`config.mk`:
```
export PLATFORM = sky130hd
export DESIGN_NAME = sine_pwm_dac
export DESIGN_NICKNAME = d
export VERILOG_FILES = /design/src/rtl/sine_pwm_dac.sv
export SDC_FILE = /design/constraint.sdc
export NUM_CORES = 1
export LEC_CHECK = 0
export ABC_AREA = 1
export CAP_MARGIN = 20
export CORE_ASPECT_RATIO = 0.6
export CORE_MARGIN = 2
export CORE_UTILIZATION = 55
export CTS_CLUSTER_DIAMETER = 60
export DETAILED_ROUTE_END_ITERATION = 7
export GPL_TIMING_DRIVEN = 0
export PLACE_DENSITY = 0.78
export RECOVER_POWER = 100
export SLEW_MARGIN = 20
export SYNTH_ARGS = -nofsm -noshare
export SYNTH_HDL_FRONTEND = slang
export SYNTH_SLANG_ARGS = --single-unit
export TNS_END_PERCENT = 1
```
`constraint.sdc`:
```
create_clock -name clock -period 2.3 [get_ports clock]
set_input_delay 0.46 -clock clock [delete_from_list [all_inputs] [get_ports clock]]
set_output_delay 0.46 -clock clock [all_outputs]
set_load 0.03 [all_outputs]
```
`src/rtl/sine_pwm_dac.sv`:
```
// sine_pwm_dac: buffered sample-to-PWM converter that applies each new duty only at a period boundary
module sine_pwm_dac #(
  parameter int SAMPLE_WIDTH = 8,
  parameter int PRESCALE_WIDTH = 8
) (
  input  logic                      clock,
  input  logic                      reset,
  input  logic                      enable,
  input  logic [PRESCALE_WIDTH-1:0] prescale,
  input  logic [SAMPLE_WIDTH-1:0]   sample_in,
  input  logic                      sample_valid,
  output logic                      sample_ready,
  output logic                      pwm_out,
  output logic                      period_start,
  output logic                      underrun
);
  typedef enum logic {IDLE, RUN} state_t;
  localparam logic [SAMPLE_WIDTH-1:0] LAST = {{(SAMPLE_WIDTH-1){1'b1}}, 1'b0};
  state_t state, state_next;
  logic [SAMPLE_WIDTH-1:0] counter, counter_next, duty, duty_next, pending, pending_next;
  logic [PRESCALE_WIDTH-1:0] prescaler, prescaler_next, prescale_q, prescale_q_next;
  logic pending_full, pending_full_next, tick, boundary, accept;
  assign sample_ready = !pending_full;
  always_comb begin
    state_next = enable ? RUN : IDLE;
    accept = sample_valid && !pending_full;
    tick = (state == RUN) && (prescaler == prescale_q);
    boundary = enable && ((state == IDLE) || (tick && (counter == LAST)));
    counter_next = (!enable || boundary) ? '0 : tick ? counter + 1'b1 : counter;
    prescaler_next = (!enable || boundary || tick) ? '0 : prescaler + 1'b1;
    prescale_q_next = boundary ? prescale : prescale_q;
    duty_next = (boundary && pending_full) ? pending : duty;
    pending_next = accept ? sample_in : pending;
    pending_full_next = (boundary && pending_full) ? 1'b0 : accept ? 1'b1 : pending_full;
  end
  always_ff @(posedge clock) begin
    if (!reset) begin
      state <= IDLE;
      counter <= '0;
      prescaler <= '0;
      prescale_q <= '0;
      duty <= '0;
      pending <= '0;
      pending_full <= 1'b0;
      pwm_out <= 1'b0;
      period_start <= 1'b0;
      underrun <= 1'b0;
    end else begin
      state <= state_next;
      counter <= counter_next;
      prescaler <= prescaler_next;
      prescale_q <= prescale_q_next;
      duty <= duty_next;
      pending <= pending_next;
      pending_full <= pending_full_next;
      pwm_out <= enable && (counter_next < duty_next);
      period_start <= boundary;
      underrun <= boundary && !pending_full;
    end
  end
endmodule

```
-- After elaboration in Yosys (flattened, before gate mapping)
Cells that the tools add are included.
- bits in registers: 45
- bits of input ports: 20
- output and inout port bits: 4
- logic and storage cells: 35
- $add $sub $neg: 2
- magnitude comparators: 1
- eq/ne operators: 2
- muxes and demuxes: 4
- bitwise gates (word level): 2
- reductions and logical operators: 14
- operators with widths (kind ; count):
    two-way mux 8 bit ; 3
    adder 8 x 1 -> 8 bit (second input constant) ; 2
    == test 8 bit ; 1
    == test 8 bit (second input constant) ; 1
    < comparator 8 bit ; 1
    logical AND 1 bit ; 7
    OR reduction 2 bit ; 2
    logical OR 1 bit ; 3
    zero test 1 bit ; 2
    NOT 1 bit ; 2
    two-way mux 1 bit ; 1

-- Depth between registers and ports, before layout
Gate-level depths: netlist of the first run.
- depth in word-level cells: 9
- mapped depth: 18
- gate-level depth less buffers: 18

-- Worst setup path before layout of the first run
Ideal clock, no wire load.
- kind: reg2reg
- start: register prescaler[0]
- end: register pwm_out
- library setup time: 0.066 ns
- arrival: 1.960 ns
- required time: 2.234 ns
- path slack: 0.274 ns
- stages on the path, launching flop included: 14
- buffers on the path: 1
- clock period less this slack: 2.026 ns
- cell sequence: dfxtp_1 -> xnor2_1 -> nand2_1 -> nor2_2 -> nand2_2 -> nand2_2 -> a21oi_1 -> inv_1 -> buf_2 -> nor2_1 -> ha_1 -> a211oi_1 -> nand3_1 -> a21oi_2
- longest elaborated chain between the ends: 9
- elaborated cells between the ends (all ways): 12
- classes of those cells: order compare (1); eq/ne (1); mux (3); reduce/logical (7)
- ends and longest elaborated chain (what ; RTL line ; text):
    start: declaration ; 21 ; logic [PRESCALE_WIDTH-1:0] prescaler, prescaler_next, prescale_q, prescale_q_next;
    start signal: assignment ; 51 ; prescaler <= prescaler_next;
    == test 8 bit (*) ; 27 ; tick = (state == RUN) && (prescaler == prescale_q);
    logical AND 1 bit (*) ; 27 ;
    logical AND 1 bit ; 28 ; boundary = enable && ((state == IDLE) || (tick && (counter == LAST)));
    logical OR 1 bit ; 28 ;
    logical AND 1 bit ; 28 ;
    logical OR 1 bit ; 29 ; counter_next = (!enable || boundary) ? '0 : tick ? counter + 1'b1 : counter;
    two-way mux 8 bit (*) ; 29 ;
    named net counter_next[7] ; 20 ; logic [SAMPLE_WIDTH-1:0] counter, counter_next, duty, duty_next, pending, pending_next;
    < comparator 8 bit (*) ; 56 ; pwm_out <= enable && (counter_next < duty_next);
    logical AND 1 bit (*) ; 56 ;
    end signal: assignment ; 56 ;
    end: declaration ; 13 ; output logic pwm_out,
Mark *: on every way through the listed nets, which the timed path passes. The rest lies on a longest branch.
A chain may end at the register's enable or synchronous reset.

-- Worst setup path in the final report of the first run
- start: register counter[2]
- end: register pwm_out
- longest elaborated chain between the ends: 8
- elaborated cells between the ends (all ways): 12
- classes of those cells: add/sub (1); order compare (1); eq/ne (1); mux (3); reduce/logical (6)
- ends and longest elaborated chain (what ; RTL line ; text):
    start: declaration ; 20 ;
    start signal: assignment ; 50 ; counter <= counter_next;
    branches (longest 6 deep; another with adder 8 x 1 -> 8 bit) ; n/a ;
    < comparator 8 bit (*) ; 56 ;
    logical AND 1 bit (*) ; 56 ;
Mark *: on every way between the ends.

==> out/results.tsv, run 1 <==
metric	value	unit
status	completed	
ys_ff_latch	45	
post_drt_wl_per_cell	13.7	um
die_h	52.7	um
cp_slowest_cell	dfxtp_1	
pin_count	24	
slew_violations	0	
p_leak	1.21	nW
nets	366	
final-setup-viol-count	0	
grtUsageTotal	0.234	
place_congestion	0.867	
io_buffer_count	22	
path_class	flop to flop	
via_count	1926	
grt_overflow	0	
finClkSkew	0.0117	ns
hold_buffers	0	
cts-root-buf	clkbuf_8	
die_w	85.1	um
dr.first_iter.drc_count	106	
syn_avg_cell_area	7.46	sq um
first_global_vias	1706	
ys_types	29	
fin_crit	2.25	ns
ys_warn_count	0	
synth_top_area_share	0.415	
cts_made_buffers	5	
path_cells	inv_2 > nor3_4 > nand4_1 > nand2_2 > nand4_4 > mux2i_2 > ha_1 > nand2_2 > inv_2 > nand3_2 > nand3_1 > a21oi_2	
dp.cells	360	
vias_per_cell	5.02	
ir_drop	425	uV
dr.pass1.iters	6	
cpLargestDelayFamily	simple AND/OR/NAND/NOR gates	
layout_setup_ws	0.0459	ns
initial_core_util	0.583	
final_cell_count_no_fill	384	
dpl_worst_slack	-0.149	ns
rsz0062_at_grt	yes	
drv_cap	0	
drc	0	
postRouteWirelength	5250	um
rows	17	
max-slew-margin-rel	0.670	
hold_violations	0	
fill_cells	278	
synthesis.nets	321	
report.power.total	1.66	mW
area_delta_synth_final	32.4	%
cp_num_buf_inv	2	
end_kind	flop	
finalCritPeriodShare	0.980	
clock_path_buffers	2	
max_freq	444	MHz
postSynthCellCount	291	
yosysSeqAreaShare	0.415	
path_clk_slew	0.08	ns
clkLatencyLatePin	0.31	ns
postRouteAntennaNets	0	
required	2.54	ns
grt_max_degree	15	
clock_sinks	45	
powerDensity	579	mW/mm^2
post-dp-hpwl	3440	um
critPathLaunchType	flop	
die-area	0.00448	sq mm
grt_pass1_wl	7870	um
min_path_type	flop to flop	
core-area	0.00372	sq mm
ys_top_cells_by_area	dfxtp_1, nand2_1, nor2_1	
drive_gt1_frac	0.264	
syn-cell-area	0.00217	sq mm
num_antenna_cells	0	
antenna_found_initial	0	
worst_slew_pin_slew	0.496	ns
worstPathArrival	2.49	ns
cts_tree	done	
path_max_fanout	8	
htree_levels	2	
yosys.area.top_type	dfxtp_1	
cpPeakStageDelay	0.38	ns
==> where the power goes <==
group | internal [mW] | switching, mW
Clock | 0.326 | 0.272
Sequential | 0.808 | 0.0256
Combinational | 0.103 | 0.129
Total | 1.24 | 0.426
==> layout by cell type (no fill, tap or decap), types with 3 or more instances in the layout <==
cell type / netlist / final
nand2_1: 51 / 42
nor2_1: 45 / 41
inv_1: 39 / 32
dfxtp_1: 45 / 31
clkdlybuf4s50_1: 0 / 21
o21ai_0: 17 / 17
buf_4: 0 / 16
nand2_2: 5 / 12
a21oi_1: 13 / 10
dfxtp_2: 0 / 10
nand3_1: 11 / 9
inv_2: 2 / 8
xor2_1: 8 / 8
nor3_1: 10 / 8
ha_1: 10 / 8
nor2_2: 3 / 5
clkbuf_8: 0 / 5
a21oi_2: 1 / 4
clkbuf_1: 3 / 4
dfxtp_4: 0 / 4
xnor2_1: 3 / 3
nand4_1: 3 / 3
mux2i_2: 0 / 3
nor3_2: 2 / 3
==> per-layer routing <==
metal / global-route usage / share of wire / wire length, um / vias up
li1: - / - / - / 1010
met1: 0.338 / 0.51 / 2680 / 856
met2: 0.339 / 0.43 / 2230 / 52
met3: 0.0583 / 0.051 / 270 / 8
met4: 0.0847 / 0.012 / 62 / 0
met5: 0 / 0 / 0 / -
==> cell families (layout without fill, tap and decap cells) <==
| logic type | after synthesis | count (layout) | share of synthesized area |
|---|---|---|---|
| AOI/OAI and AO/OA | 34 | 34 | 0.0836 |
| adders and majority gates | 10 | 10 | 0.0577 |
| DFF | 45 | 45 | 0.415 |
| and+or+nand+nor | 135 | 135 | 0.277 |
| buffers and inverters | 48 | 94 | 0.0842 |
| xor gates and xnor gates | 11 | 11 | 0.0444 |
| muxes | 8 | 8 | 0.0375 |
==> per-stage QoR <==
step / setup TNS (ns) / hold slack [ns] / utilization / instance area, sq um
after floorplan: 0 / 0.430 / - / 2170
after global placement: -0.157 / 0.457 / 0.658 / 2450
after detailed placement: -0.149 / 0.467 / 0.658 / 2450
after CTS: 0 / 0.480 / 0.695 / 2590
after global routing: -0.127 / 0.513 / 0.772 / 2870
final: 0 / 0.481 / 0.772 / 2870
==> registers in the layout (all words and copies together), names as in the netlist <==
| signal | count |
|---|---|
| prescaler | 8 |
| duty | 8 |
| pending_full | 1 |
| pending | 8 |
| pwm_out | 1 |
| state | 1 |
| counter | 8 |
| underrun | 1 |
| period_start | 1 |
| prescale_q | 8 |
==> tightest hold or removal path, cell delays in order (launching register included) <==
cell     delay [ns]
dfxtp_1        0.32
inv_1          0.06
a21oi_1        0.06
==> cell usage after synthesis, drive strengths merged <==
library cell / n
and2: 1
o21ai: 17
o211ai: 1
mux2: 1
a21oi: 14
ha: 10
inv: 41
a211oi: 1
nand4: 4
nand3: 11
o21bai: 1
clkbuf: 3
nor3b: 1
dfxtp: 45
mux2i: 7
xnor2: 3
nand2: 56
nor3: 12
xor2: 8
buf: 2
clkinv: 2
nor2: 48
nor4: 2
==> layout make-up <==
type | instances | area [sq um] | area share
repair buffers | 38 | 344 | 0.120
flip-flops and latches | 45 | 928 | 0.323
multi-input cells | 198 | 1240 | 0.432
inverters | 43 | 164 | 0.0571
plain buffers | 5 | 23.8 | 0.00828
well taps | 47 | 58.8 | 0.0205
clock buffers | 6 | 72.6 | 0.0253
clock inverters | 2 | 38.8 | 0.0135
==> timing repair <==
action                     4_1_cts  5_1_grt
setup endpoints to repair        1        1
buffers inserted                 1       15
gates resized for setup          7       56
pin swaps                        1       15
==> final timing paths <==
path | start | endpoint | slack, ns | cells after the start
hold reg to reg | prescale_q[6]$_SDFFE_PN0N_ | prescale_q[6]$_SDFFE_PN0N_ | 0.48 | 2
setup / recovery | counter[2]$_SDFF_PN0_ | pwm_out$_SDFF_PN0_ | 0.05 | 12
hold / removal | prescale_q[6]$_SDFFE_PN0N_ | prescale_q[6]$_SDFFE_PN0N_ | 0.48 | 2
setup reg to reg | counter[2]$_SDFF_PN0_ | pwm_out$_SDFF_PN0_ | 0.05 | 12
No activity file was read; power rests on OpenSTA's default activity.
==> run 2, diff against run 1 <==
- CORE_UTILIZATION: 55 -> 26
- PLACE_DENSITY: 0.78 -> unset
==> run 2 against run 1 <==
Effect of this change: critical endpoint unchanged; critical path type is now primary input to flop; fmax is 0.74% higher; sequential cell count is the same; die area increased by 100%; power rose by 14%; critical path depth unchanged; worst setup slack better by 0.017 ns; sequential power barely moved; first-iteration DRC count is 42% lower; final cell count up 16%; hold slack lost 0.0055 ns; clock-buffer cell count down 1; sequential share of layout area decreased by 1.6 points.
==> out/results.tsv, run 2 (synthesis results as in run 1) <==
metric	value	unit
placed_area	0.00252	sq mm
vias_per_cell	4.29	
layout_commonest_cell	nand2_1	
die_w	122	um
post_drt_wl_per_cell	11.8	um
drive_gt1_frac	0.259	
post-dp-hpwl	3690	um
cts_made_buffers	5	
final_cell_count_no_fill	444	
path_clk_slew	0.06	ns
dr_wl_met2	2030	um
end_kind	flop	
grt_max_degree	16	
required	2.52	ns
hold_violations	0	
design_area	0.00303	sq mm
pin_count	24	
num_antenna_cells	0	
ff2ff_setup_slack	0.06	ns
slew_violations	0	
grt_overflow	0	
core-area	0.00798	sq mm
via_count	1905	
drv_cap	0	
status	completed	
first_global_vias	1687	
ir_drop	351	uV
die-area	0.00912	sq mm
clock_path_buffers	2	
reg2reg_from	counter[3]$_SDFF_PN0_	
drc	0	
p_leak	1.25	nW
dr.pass1.iters	4	
cts_tree	done	
io_buffer_count	22	
worst_slew_pin_slew	0.500	ns
htree_levels	2	
path_class	primary input to flop	
regToRegEndpoint	pwm_out$_SDFF_PN0_	
path_max_fanout	10	
powerDensity	623	mW/mm^2
rows	25	
antenna_found_initial	0	
postRouteAntennaNets	0	
endpoint	pwm_out$_SDFF_PN0_	
grt_pass1_wl	8180	um
max_freq	447	MHz
final-setup-viol-count	0	
whs	0.476	ns
cp-startpoint	enable	
die_h	74.8	um
finalCritPeriodShare	0.973	
dp.cells	421	
mostFrequentLayoutCells	nand2_1, nor2_1, inv_1	
finClkSkew	0.00469	ns
dr.first_iter.drc_count	62	
dr.max_layer_used	met4	
fin_crit	2.24	ns
initial_core_util	0.272	
rsz0062_at_grt	yes	
m1WireLength	2910	um
worstPathArrival	2.46	ns
postRouteWirelength	5250	um
wl_met3	289	um
nets	365	
clock_sinks	45	
area_delta_synth_final	39.7	%
grtUsageTotal	0.115	
critPathLaunchType	primary input	
cts-root-buf	clkbuf_16	
min_path_type	flop to flop	
clkLatencyLatePin	0.28	ns
r2r_cells	12	
place_congestion	0.796	
max-slew-margin-rel	0.667	
run 2: stage by stage:
stage / TNS, ns / power (mW) / setup WS [ns] / utilization
floorplan: 0 / 0.968 / 0.274 / -
global placement: -0.216 / 1.04 / -0.216 / 0.317
detailed placement: -0.287 / 1.05 / -0.287 / 0.317
CTS: 0 / 1.88 / 0.0260 / 0.345
global route: -0.135 / 1.97 / -0.135 / 0.380
finish: 0 / 1.89 / 0.0626 / 0.380
run 2: worst max-delay path, cell delays in order:
cell and delay, ns:
dlygate4sd3_1 0.69, inv_1 0.09, a21oi_2 0.14, inv_2 0.10
buf_8 0.15, nor2_1 0.16, ha_1 0.26, nand2_1 0.07
nand2_1 0.06, nand2_1 0.07, nand2_1 0.06, a21oi_2 0.13
run 2: final cells by class:
type / instances / area (sq um)
timing repair buffer: 37 / 340
sequential: 45 / 932
fill: 829 / 4940
clock inverter: 3 / 46.3
multi-input combinational: 198 / 1260
tap: 108 / 135
clock buffer: 5 / 125
inverter: 43 / 161
buffer: 5 / 31.3
run 2: how the worst min path moves through the flow:
stage                          startpoint                          to  slack (ns)  depth (start not counted)
5_1_grt        prescale_q[2]$_SDFFE_PN0N_  prescale_q[2]$_SDFFE_PN0N_        0.49                          2
6_report          prescaler[0]$_SDFF_PP0_     prescaler[0]$_SDFF_PP0_        0.48                          1
2_1_floorplan     pending[0]$_SDFFE_PN0P_     pending[0]$_SDFFE_PN0P_        0.43                          2
4_1_cts        prescale_q[6]$_SDFFE_PN0N_  prescale_q[6]$_SDFFE_PN0N_        0.48                          2
3_5_place_dp   prescale_q[6]$_SDFFE_PN0N_  prescale_q[6]$_SDFFE_PN0N_        0.47                          2
3_3_place_gp   prescale_q[4]$_SDFFE_PN0N_  prescale_q[4]$_SDFFE_PN0N_        0.46                          2
run 2: timing repair:
action                                 4_1_cts  5_1_grt
endpoints found under the hold margin        0        0
pin swaps                                    2       17
hold buffers                                 0        0
gates resized for setup                      9       57
buffers inserted                             4       11
setup endpoints to repair                    1        1
run 2: power by group:
group	internal, mW	leakage [nW]	switching [mW]
registers	0.809	0.376	0.0249
logic	0.105	0.798	0.128
clock network	0.514	0.0800	0.308
run 2: per-layer routing:
| layer | vias to the layer above | global-route usage |
|---|---|---|
| li1 | 1013 | - |
| met4 | 0 | 0.0192 |
| met5 | - | 0 |
| met1 | 850 | 0.185 |
| met3 | 2 | 0.0288 |
| met2 | 40 | 0.150 |
==> run 3, diff against run 2 <==
- CORE_UTILIZATION: 26 -> 40
- clock period: 2.3 -> 2.1 ns (I/O delays scaled with it)
==> run 3 against run 2 <==
Effect of this change: the flow now finishes with violations (setup timing); sequential power up 9.5%; cell area shrank 7.9%; clock-buffer cell count unchanged; sequential share of layout area up 2.5 points; worst setup slack worse by 0.078 ns; final cell count is 10% lower; combinational power rose by 4%; sequential cell count unchanged; die area shrank 34%; largest power group unchanged; highest routed layer unchanged.
==> out/results.tsv, run 3 (synthesis results as in run 1) <==
metric	value	unit
cts_tree	done	
drc	0	
postRouteWirelength	4670	um
layout_commonest_cell	nand2_1	
intPower	1.24	mW
ir_drop	248	uV
cts_made_buffers	5	
mostFrequentLayoutCells	nand2_1, nor2_1, inv_1	
dp.cells	379	
antenna_found_initial	0	
p_sw	0.488	mW
pwr-share-comb	0.140	
grtUsageTotal	0.166	
cpPeakStageDelay	0.32	ns
fill_cells	503	
placed_area	0.00247	sq mm
clock_sinks	45	
clkPwrFrac	0.331	
dr.first_iter.drc_count	72	
worst_slew_pin_slew	0.458	ns
failed_checks	setup timing	
powerDensity	618	mW/mm^2
first_global_vias	1640	
required	2.35	ns
place_congestion	0.807	
pin_count	24	
post_drt_wl_per_cell	11.7	um
wl_met3	311	um
clock_path_buffers	2	
die_h	61.0	um
max_freq	473	MHz
cp_num_buf_inv	2	
finalCritPeriodShare	1.01	
cp_slowest_cell	dfxtp_1	
dr_wl_met2	1520	um
netSwitchingFraction	0.283	
cpLargestDelayFamily	simple AND/OR/NAND/NOR gates	
min_path_type	flop to flop	
core-area	0.00515	sq mm
layout_setup_ws	-0.0152	ns
cts-root-buf	clkbuf_8	
path_cells	inv_2 > nand2_1 > nand2_1 > nand3_1 > nor2_1 > nand2_2 > nand2_2 > nand4_4 > buf_6 > mux2i_2 > ha_1 > nand2_1 > nand2_1 > nand2_1 > nand2_1 > a21oi_2	
p_leak	1.18	nW
post-dp-hpwl	3350	um
final-setup-viol-count	1	
critPathLaunchType	flop	
cp_common_cell	nand2_1	
hold_buffers	0	
drv_cap	0	
nets	362	
path_class	flop to flop	
rows	20	
grt_pass1_wl	7670	um
grt_max_degree	17	
grt_overflow	0	
design_area	0.00279	sq mm
vias_per_cell	4.62	
clkLatencyLatePin	0.30	ns
rsz0062_at_grt	yes	
hold_violations	0	
final_cell_count_no_fill	399	
path_clk_slew	0.10	ns
finClkSkew	0.0116	ns
status	finished with violations	
htree_levels	2	
report.power.total	1.72	mW
pwr-share-seq	0.529	
slew_violations	0	
postRouteAntennaNets	0	
drive_gt1_frac	0.216	
initial_core_util	0.421	
num_antenna_cells	0	
max-slew-margin-rel	0.695	
fin_crit	2.12	ns
area_delta_synth_final	28.7	%
die_w	99.1	um
dr.pass1.iters	4	
die-area	0.00605	sq mm
dr.max_layer_used	met4	
worstPathArrival	2.37	ns
path_max_fanout	5	
io_buffer_count	22	
fin_util	0.542	
end_kind	flop	
via_count	1845	
m1WireLength	2790	um
[run 3: cell count changes in the layout (fill, tap and decap cells not counted), sizes merged]
cell / before / now
inv: 41 / 42
buf: 17 / 14
bufinv: 1 / 0
[run 3: what timing repair did]
action | 4_1_cts | 5_1_grt
resized for setup | 28 | 20
buffers inserted | 10 | 2
pin swaps | 3 | 6
gates cloned | 0 | 0
setup endpoints to repair | 1 | 1
[run 3: per-stage QoR]
stage	setup TNS, ns	hold slack [ns]	setup WS [ns]
floorplan	0	0.430	0.0737
global placement	-0.380	0.459	-0.380
detailed placement	-0.375	0.462	-0.375
CTS	-0.0514	0.476	-0.0514
global route	-0.209	0.501	-0.209
finish	-0.0152	0.479	-0.0152
[run 3: worst reg2reg max path, delay by kind of cell, from the launching register on]
family	cells	cell delay, ns
AND/OR/NAND/NOR	11	0.92
multiplexers	1	0.21
adder cells (fa/ha/maj)	1	0.26
flip-flops	1	0.32
buffers and inverters	2	0.25
AO/OA/AOI/OAI	1	0.10
[run 3: per-layer routing]
layer | vias to the layer above | GRT usage
li1 | 1009 | -
met1 | 783 | 0.269
met2 | 48 | 0.208
met3 | 5 | 0.0431
met4 | 0 | 0.0470
met5 | - | 0
[run 3: path summary, 6_finish.rpt]
check / from / to / cells past startpoint / slack (ns)
worst max register to register: prescaler[4]$_SDFF_PP0_ / pwm_out$_SDFF_PN0_ / 16 / -0.02
worst max-delay path: prescaler[4]$_SDFF_PP0_ / pwm_out$_SDFF_PN0_ / 16 / -0.02
worst min-delay path: prescale_q[6]$_SDFFE_PN0N_ / prescale_q[6]$_SDFFE_PN0N_ / 2 / 0.48
worst min register to register: prescale_q[6]$_SDFFE_PN0N_ / prescale_q[6]$_SDFFE_PN0N_ / 2 / 0.48
[run 3: cell type report]
| type | count | area [sq um] | area share |
|---|---|---|---|
| Clock inverter | 3 | 25.0 | 0.00896 |
| Multi-Input combinational cell | 198 | 1180 | 0.422 |
| Inverter | 43 | 161 | 0.0578 |
| Sequential cell | 45 | 928 | 0.332 |
| Tap cell | 66 | 82.6 | 0.0296 |
| Clock buffer | 5 | 68.8 | 0.0246 |
| Buffer | 5 | 27.5 | 0.00986 |
| Timing Repair Buffer | 34 | 322 | 0.115 |
[run 3: power by group through the flow]
stage	sequential [mW]	combinational [mW]	clock [mW]
after detailed placement	0.930	0.211	0
after floorplan	0.931	0.130	0
after global placement	0.930	0.210	0
final	0.913	0.242	0.571
after CTS	0.912	0.232	0.581
after global routing	0.918	0.269	0.622
